## src/rtl/conv_sched_pkg.sv

```systemverilog
// Shared types and sizing helpers for the convolution row scheduler.
package conv_sched_pkg;

    typedef enum logic [1:0] {
        ST_IDLE,
        ST_WAIT,
        ST_SLOT,
        ST_GAP
    } sched_state_e;

    localparam int FIFO_RD_LAT = 1;

    // Bits needed to hold 0..n-1, never less than one.
    function automatic int cnt_width(input int n);
        return (n <= 2) ? 1 : $clog2(n);
    endfunction

endpackage

```

## src/rtl/sched_cnt.sv

```systemverilog
// Terminal-count down-counter with synchronous clear and load; holds at zero.
module sched_cnt #(
    parameter int W = 4
) (
    input  logic         i_sclk,
    input  logic         i_rst,
    input  logic         clr,
    input  logic         load,
    input  logic [W-1:0] load_val,
    input  logic         dec,
    output logic [W-1:0] cnt,
    output logic         tc
);

    always_ff @(posedge i_sclk or posedge i_rst) begin
        if (i_rst)
            cnt <= '0;
        else if (clr)
            cnt <= '0;
        else if (load)
            cnt <= load_val;
        else if (dec && (cnt != '0))
            cnt <= cnt - W'(1);
    end

    assign tc = (cnt == '0);

endmodule

```

## src/rtl/conv_row_sched.sv

```systemverilog
// Row/column sequencer for one line-buffer FIFO stage: pad wait, then
// SIZE+2*PAD column slots of CHANNEL beats, padding columns as zero-insert beats.
module conv_row_sched
    import conv_sched_pkg::*;
#(
    parameter int SIZE    = 28,
    parameter int CHANNEL = 128,
    parameter int PADWAIT = 21,
    parameter int GAP     = 0,
    parameter int PAD     = 1
) (
    input  logic                       i_sclk,
    input  logic                       i_rst,
    input  logic                       i_vsync,
    input  logic                       i_hsync,
    output logic                       o_rdreq,
    output logic                       o_valid,
    output logic                       o_reuse,
    output logic                       o_hsync,
    output logic                       o_vsync,
    output logic                       o_row_done,
    output logic                       o_frame_done,
    output logic [cnt_width(SIZE)-1:0] o_row,
    output logic                       o_busy,
    output logic                       o_overrun
);

    localparam int NCOL = SIZE + 2 * PAD;
    localparam int WW   = cnt_width((PADWAIT > 0) ? PADWAIT : 1);
    localparam int BW   = cnt_width(CHANNEL);
    localparam int GW   = cnt_width((GAP > 0) ? GAP : 1);
    localparam int CW   = cnt_width(NCOL);
    localparam int RW   = cnt_width(SIZE);

    localparam logic [WW-1:0] WAIT_LD  = WW'((PADWAIT > 0) ? PADWAIT - 1 : 0);
    localparam logic [BW-1:0] BEAT_LD  = BW'(CHANNEL - 1);
    localparam logic [GW-1:0] GAP_LD   = GW'((GAP > 0) ? GAP - 1 : 0);
    localparam logic [CW-1:0] COL_LD   = CW'(NCOL - 1);
    localparam logic [CW-1:0] PAD_LO   = CW'(PAD);
    localparam logic [CW-1:0] PAD_HI   = CW'(SIZE + PAD);
    localparam logic [RW-1:0] ROW_LAST = RW'(SIZE - 1);

    sched_state_e state, state_nx;

    logic          wait_ld, wait_dec, wait_tc;
    logic          beat_ld, beat_dec, beat_tc;
    logic          gap_ld, gap_dec, gap_tc;
    logic          col_ld, col_dec, col_tc;
    logic [WW-1:0] wait_cnt;
    logic [BW-1:0] beat_cnt;
    logic [GW-1:0] gap_cnt;
    logic [CW-1:0] col_cnt;
    logic [CW-1:0] col_idx;
    logic          is_pad;
    logic          row_end;
    logic [RW-1:0] row;
    logic          overrun;
    logic [FIFO_RD_LAT-1:0] valid_sr;

    sched_cnt #(.W(WW)) u_wait_cnt (
        .i_sclk(i_sclk), .i_rst(i_rst), .clr(i_vsync), .load(wait_ld),
        .load_val(WAIT_LD), .dec(wait_dec), .cnt(wait_cnt), .tc(wait_tc)
    );

    sched_cnt #(.W(BW)) u_beat_cnt (
        .i_sclk(i_sclk), .i_rst(i_rst), .clr(i_vsync), .load(beat_ld),
        .load_val(BEAT_LD), .dec(beat_dec), .cnt(beat_cnt), .tc(beat_tc)
    );

    sched_cnt #(.W(GW)) u_gap_cnt (
        .i_sclk(i_sclk), .i_rst(i_rst), .clr(i_vsync), .load(gap_ld),
        .load_val(GAP_LD), .dec(gap_dec), .cnt(gap_cnt), .tc(gap_tc)
    );

    sched_cnt #(.W(CW)) u_col_cnt (
        .i_sclk(i_sclk), .i_rst(i_rst), .clr(i_vsync), .load(col_ld),
        .load_val(COL_LD), .dec(col_dec), .cnt(col_cnt), .tc(col_tc)
    );

    always_ff @(posedge i_sclk or posedge i_rst) begin
        if (i_rst)
            state <= ST_IDLE;
        else
            state <= state_nx;
    end

    // row_end depends only on registered state so o_row_done has no input path.
    always_comb begin
        state_nx = state;
        wait_ld  = 1'b0;
        wait_dec = 1'b0;
        beat_ld  = 1'b0;
        beat_dec = 1'b0;
        gap_ld   = 1'b0;
        gap_dec  = 1'b0;
        col_ld   = 1'b0;
        col_dec  = 1'b0;
        row_end  = 1'b0;
        unique case (state)
            ST_IDLE: begin
                if (i_hsync) begin
                    col_ld = 1'b1;
                    if (PADWAIT > 0) begin
                        state_nx = ST_WAIT;
                        wait_ld  = 1'b1;
                    end else begin
                        state_nx = ST_SLOT;
                        beat_ld  = 1'b1;
                    end
                end
            end
            ST_WAIT: begin
                wait_dec = 1'b1;
                if (wait_tc) begin
                    state_nx = ST_SLOT;
                    beat_ld  = 1'b1;
                end
            end
            ST_SLOT: begin
                beat_dec = 1'b1;
                if (beat_tc) begin
                    if (GAP > 0) begin
                        state_nx = ST_GAP;
                        gap_ld   = 1'b1;
                    end else if (col_tc) begin
                        state_nx = ST_IDLE;
                        row_end  = 1'b1;
                    end else begin
                        col_dec = 1'b1;
                        beat_ld = 1'b1;
                    end
                end
            end
            ST_GAP: begin
                gap_dec = 1'b1;
                if (gap_tc) begin
                    if (col_tc) begin
                        state_nx = ST_IDLE;
                        row_end  = 1'b1;
                    end else begin
                        state_nx = ST_SLOT;
                        col_dec  = 1'b1;
                        beat_ld  = 1'b1;
                    end
                end
            end
            default: state_nx = ST_IDLE;
        endcase
        if (i_vsync)
            state_nx = ST_IDLE;
    end

    assign col_idx = COL_LD - col_cnt;
    assign is_pad  = (col_idx < PAD_LO) || (col_idx >= PAD_HI);

    always_ff @(posedge i_sclk or posedge i_rst) begin
        if (i_rst) begin
            row      <= '0;
            overrun  <= 1'b0;
            valid_sr <= '0;
            o_vsync  <= 1'b0;
        end else begin
            valid_sr <= FIFO_RD_LAT'({valid_sr, o_rdreq});
            o_vsync  <= i_vsync;
            if (i_vsync) begin
                row     <= '0;
                overrun <= 1'b0;
            end else begin
                if (row_end)
                    row <= (row == ROW_LAST) ? '0 : row + RW'(1);
                if (i_hsync && (state != ST_IDLE))
                    overrun <= 1'b1;
            end
        end
    end

    assign o_rdreq      = (state == ST_SLOT) && !is_pad;
    assign o_reuse      = (state == ST_SLOT) && is_pad;
    assign o_hsync      = (state == ST_SLOT) && (col_cnt == COL_LD) && (beat_cnt == BEAT_LD);
    assign o_valid      = valid_sr[FIFO_RD_LAT-1];
    assign o_row_done   = row_end;
    assign o_frame_done = row_end && (row == ROW_LAST);
    assign o_row        = row;
    assign o_busy       = (state != ST_IDLE);
    assign o_overrun    = overrun;

endmodule

```

## config.mk

```make
export PLATFORM = sky130hd
export DESIGN_NAME = conv_row_sched
export DESIGN_NICKNAME = d
export VERILOG_FILES = /design/src/rtl/conv_sched_pkg.sv /design/src/rtl/sched_cnt.sv /design/src/rtl/conv_row_sched.sv
export SDC_FILE = /design/constraint.sdc
export NUM_CORES = 1
export LEC_CHECK = 0
export ABC_AREA = 1
export ABC_CLOCK_PERIOD_IN_PS = 4100
export CAP_MARGIN = 20
export CELL_PAD_IN_SITES_DETAIL_PLACEMENT = 1
export CELL_PAD_IN_SITES_GLOBAL_PLACEMENT = 2
export CORE_ASPECT_RATIO = 1.2
export CORE_MARGIN = 2
export CORE_UTILIZATION = 25
export DETAILED_ROUTE_END_ITERATION = 12
export GPL_ROUTABILITY_DRIVEN = 0
export GPL_TIMING_DRIVEN = 1
export PLACE_DENSITY_LB_ADDON = 0.1
export SYNTH_ARGS = -nofsm -noshare
export SYNTH_HDL_FRONTEND = slang
export SYNTH_SLANG_ARGS = --single-unit
```

## constraint.sdc

```tcl
create_clock -name i_sclk -period 4.1 [get_ports i_sclk]
set_input_delay 1.025 -clock i_sclk [delete_from_list [all_inputs] [get_ports i_sclk]]
set_output_delay 1.025 -clock i_sclk [all_outputs]
set_load 0.02 [all_outputs]
```

==> impl_metrics.py <==
metrics = {
    "run_status": {
        "outcome": "finished with violations",
        "violations": "DRC",
    },
    "yosys": {
        "synth_area_per_cell_um2": 7.83,
        "ys_types": 30,
        "syn_nets": 272,
        "yosysWarnings": 0,
        "ys_ff_latch": 28,
        "synth_area_mm2": 0.00201,
        "synth_ff_type": "dfrtp_1",
        "synth_cells": 256,
        "yosysSeqAreaShare_pct": 34.9,
        "synth_edf_count": 0,
        "synth-async-reset-ratio_pct": 100,
    },
    "clock_tree": {
        "cts-resized-gates": 0,
        "cts_buffer_depth": 2,
        "cts_max_level": 1,
        "clock_sinks": 28,
        "postCtsSetupBuffers": 0,
        "path_clk_slew_ns": 0.11,
        "hold_buffers": 0,
        "cts_root_buf": "clkbuf_8",
        "cts_tree": "yes",
        "cts_buffers": 3,
        "clkLatencyLatePin_ns": 0.29,
    },
    "floorplan": {
        "io_pins": 18,
        "die_width_um": 85.8,
        "rows": 35,
        "fp.dieArea_mm2": 0.00876,
        "die_h_um": 102,
        "core_mm2": 0.00775,
        "start_util_pct": 25.9,
    },
    "hold_path": {
        "hold_path_class": "reg -> reg",
    },
    "sta": {
        "finalSetupTns_ns": 0,
        "fin_ws_ns": 0.707,
        "rsz0062_at_grt": "false",
        "whs_ns": 0.517,
        "slew_headroom_pct": 73.3,
        "drv_slew": 0,
        "hold_viol": 0,
        "finalClockSkew_ns": 0.00879,
        "layout_worst_path_cycle_share_pct": 82.8,
        "clock.fmax_ghz": 0.295,
        "worst_pin_slew_ns": 0.400,
        "finalSetupViolations": 0,
        "fin_crit_ns": 3.39,
    },
    "drt": {
        "drt_wl_total_um": 5470,
        "wl_met2_um": 2660,
        "top_layer_used": "met4",
        "drt-pass1-iter-count": 8,
        "met3WireLength_um": 89,
        "antenna_left": 0,
        "wire_per_inst_um": 14.8,
        "viasPerCell": 4.75,
        "vias": 1751,
        "drtIter0Drc": 57,
        "wl_met1_um": 2670,
        "drc_errors": 1,
    },
    "critical_path": {
        "crit_chain": "inv_1, ha_1, inv_1, nor2_1, nand3_4, inv_2, nand3_2, a21boi_0, clkdlybuf4s50_1",
        "cp-end-kind": "output port",
        "worst_ep_required_time_ns": 3.07,
        "max_stage_delay_ns": 0.63,
        "cpMostUsedCell": "inv_1",
        "crit_arrival_ns": 2.37,
        "start_kind": "flop",
        "cp_max_fo": 6,
        "cpMaxStageDelayCell": "clkdlybuf4s50_1",
        "path_class": "reg -> out",
    },
    "pwr": {
        "p_int_mw": 0.713,
        "ir_drop_mv": 0.202,
        "combPwrFrac_pct": 56.1,
        "switching_power_mw": 0.698,
        "power_frac_seq_pct": 32.2,
        "p_clk_share_pct": 11.7,
        "power_mw": 1.41,
        "pwr_density_cell_mw_per_mm2": 602,
        "p_leak_nw": 1.13,
        "switching_share_pct": 49.5,
    },
    "layout": {
        "areaGrowthSynthToFinish_pct": 16.8,
        "num-nets-final": 295,
        "fill_cells": 959,
        "antenna_cells": 0,
        "design_area_mm2": 0.00234,
        "drive_gt1_share_pct": 10.8,
        "multi_input_area_mm2": 0.00115,
        "regArea_um2": 701,
    },
    "job": {
        "drv_cap": 0,
    },
    "place": {
        "port-buffer-count": 17,
        "placed_area_mm2": 0.00230,
        "post-dp-hpwl_um": 4090,
        "place_ws_ns": 0.978,
    },
    "global_routing": {
        "grt_use_total_pct": 13.8,
        "grt_pass1_wl_um": 9460,
        "grt_pass1_vias": 1882,
        "antenna_found_initial": 0,
        "overflow": 0,
        "grt_max_degree": 29,
    },
}
==> worst max-delay path, delay by kind of cell (launching register included) <==
kind,cells,cell delay (ns)
buffers and inverters,4,0.95
flip-flops,1,0.43
AND/OR/NAND/NOR,3,0.37
adder cells (fa/ha/maj),1,0.18
AO/OA/AOI/OAI,1,0.17
==> metal layers <==
| layer | GRT usage (%) | vias to the layer above |
|---|---|---|
| met1 | 17.9 | 845 |
| met5 | 0 | - |
| met4 | 3.30 | 0 |
| li1 | - | 884 |
| met2 | 24.6 | 18 |
| met3 | 1.45 | 4 |
==> area by class of cell <==
type / count / share of cell area (%)
well taps: 92 / 4.91
flip-flops and latches: 28 / 29.9
inverters: 37 / 5.93
multi-input cells: 189 / 49.3
clock buffers: 3 / 1.76
repair buffers: 20 / 8.23
==> final timing paths <==
check                                  startpoint           endpoint  slack [ns]  cells past startpoint
min in group asynchronous                   i_rst  u_beat_cnt.cnt[6]        1.11                      3
worst min register to register          o_overrun          o_overrun        0.52                      2
max in group asynchronous                   i_rst   u_col_cnt.cnt[1]        2.69                      3
worst min-delay path                    o_overrun          o_overrun        0.52                      2
worst max-delay path            u_beat_cnt.cnt[0]       o_frame_done        0.71                      9
worst max register to register   u_col_cnt.cnt[1]  u_beat_cnt.cnt[2]        2.24                     11
==> registers in the layout, summed over array words and instances, names as in the netlist <==
signal,flops
o_overrun,1
o_row,5
o_valid,1
o_vsync,1
state,2
u_beat_cnt.cnt,7
u_col_cnt.cnt,5
u_gap_cnt.cnt,1
u_wait_cnt.cnt,5
==> synthesized netlist by cell type (2+ instances only) <==
cell type	n	area, um^2
nor2_4	5	56.3
nand2_2	2	12.5
nor2_1	12	45.0
nand3_4	3	52.6
xnor2_1	5	43.8
inv_1	34	128
a21oi_4	2	32.5
a21oi_1	9	45.0
o21ai_1	5	25.0
nor2_2	3	18.8
nand2_4	4	45.0
dfrtp_1	28	701
o21ai_0	11	55.1
nand2_1	52	195
nand3_1	41	205
nand4_1	10	62.6
xor2_1	3	26.3
ha_1	12	150
inv_2	2	7.51
nor3_1	3	15.0
==> cell usage in the layout, fill, tap and decap left out <==
cell type        synthesis  routed
a21boi_0                 1       1
a21oi_1                  9       9
a21oi_4                  2       2
buf_4                    0       3
clkbuf_8                 0       3
clkdlybuf4s50_1          0      17
clkinv_1                 1       1
dfrtp_1                 28      28
ha_1                    12      12
inv_1                   34      34
inv_2                    2       2
nand2_1                 52      52
nand2_2                  2       2
nand2_4                  4       4
nand3_1                 41      41
nand3_2                  1       1
nand3_4                  3       3
nand4_1                 10      10
nor2_1                  12      12
nor2_2                   3       3
nor2_4                   5       5
nor2_8                   1       1
nor3_1                   3       3
o211ai_1                 1       1
o21ai_0                 11      11
o21ai_1                  5       5
o21ai_2                  1       1
o21bai_1                 1       1
o22ai_1                  1       1
xnor2_1                  5       5
xor2_1                   3       3
==> cell families (layout without fill, tap and decap cells) <==
group           count (synthesis)  after routing  share of synthesized area (%)
simple gates                  137            137                           36.8
buf+inv                        39             60                           7.55
compound gates                 32             32                           9.73
flops                          28             28                           34.9
fa+ha+maj                      12             12                           7.49
xor+xnor                        8              8                           3.49
==> power by group through the flow <==
stage	combinational (mW)	sequential, mW	clock [mW]
detailed placement	0.804	0.463	0
finish	0.792	0.454	0.165
CTS	0.809	0.458	0.175
floorplan	0.610	0.442	0
global route	0.919	0.470	0.184
global placement	0.804	0.466	0
==> metrics by stage <==
| step | utilization (%) | std cells |
|---|---|---|
| after floorplan | - | 256 |
| after global placement | 29.7 | 366 |
| after detailed placement | 29.7 | 366 |
| after CTS | 30.2 | 369 |
| after global routing | 30.2 | 369 |
| final | 30.2 | 369 |
(Power assumes the default switching activity.)
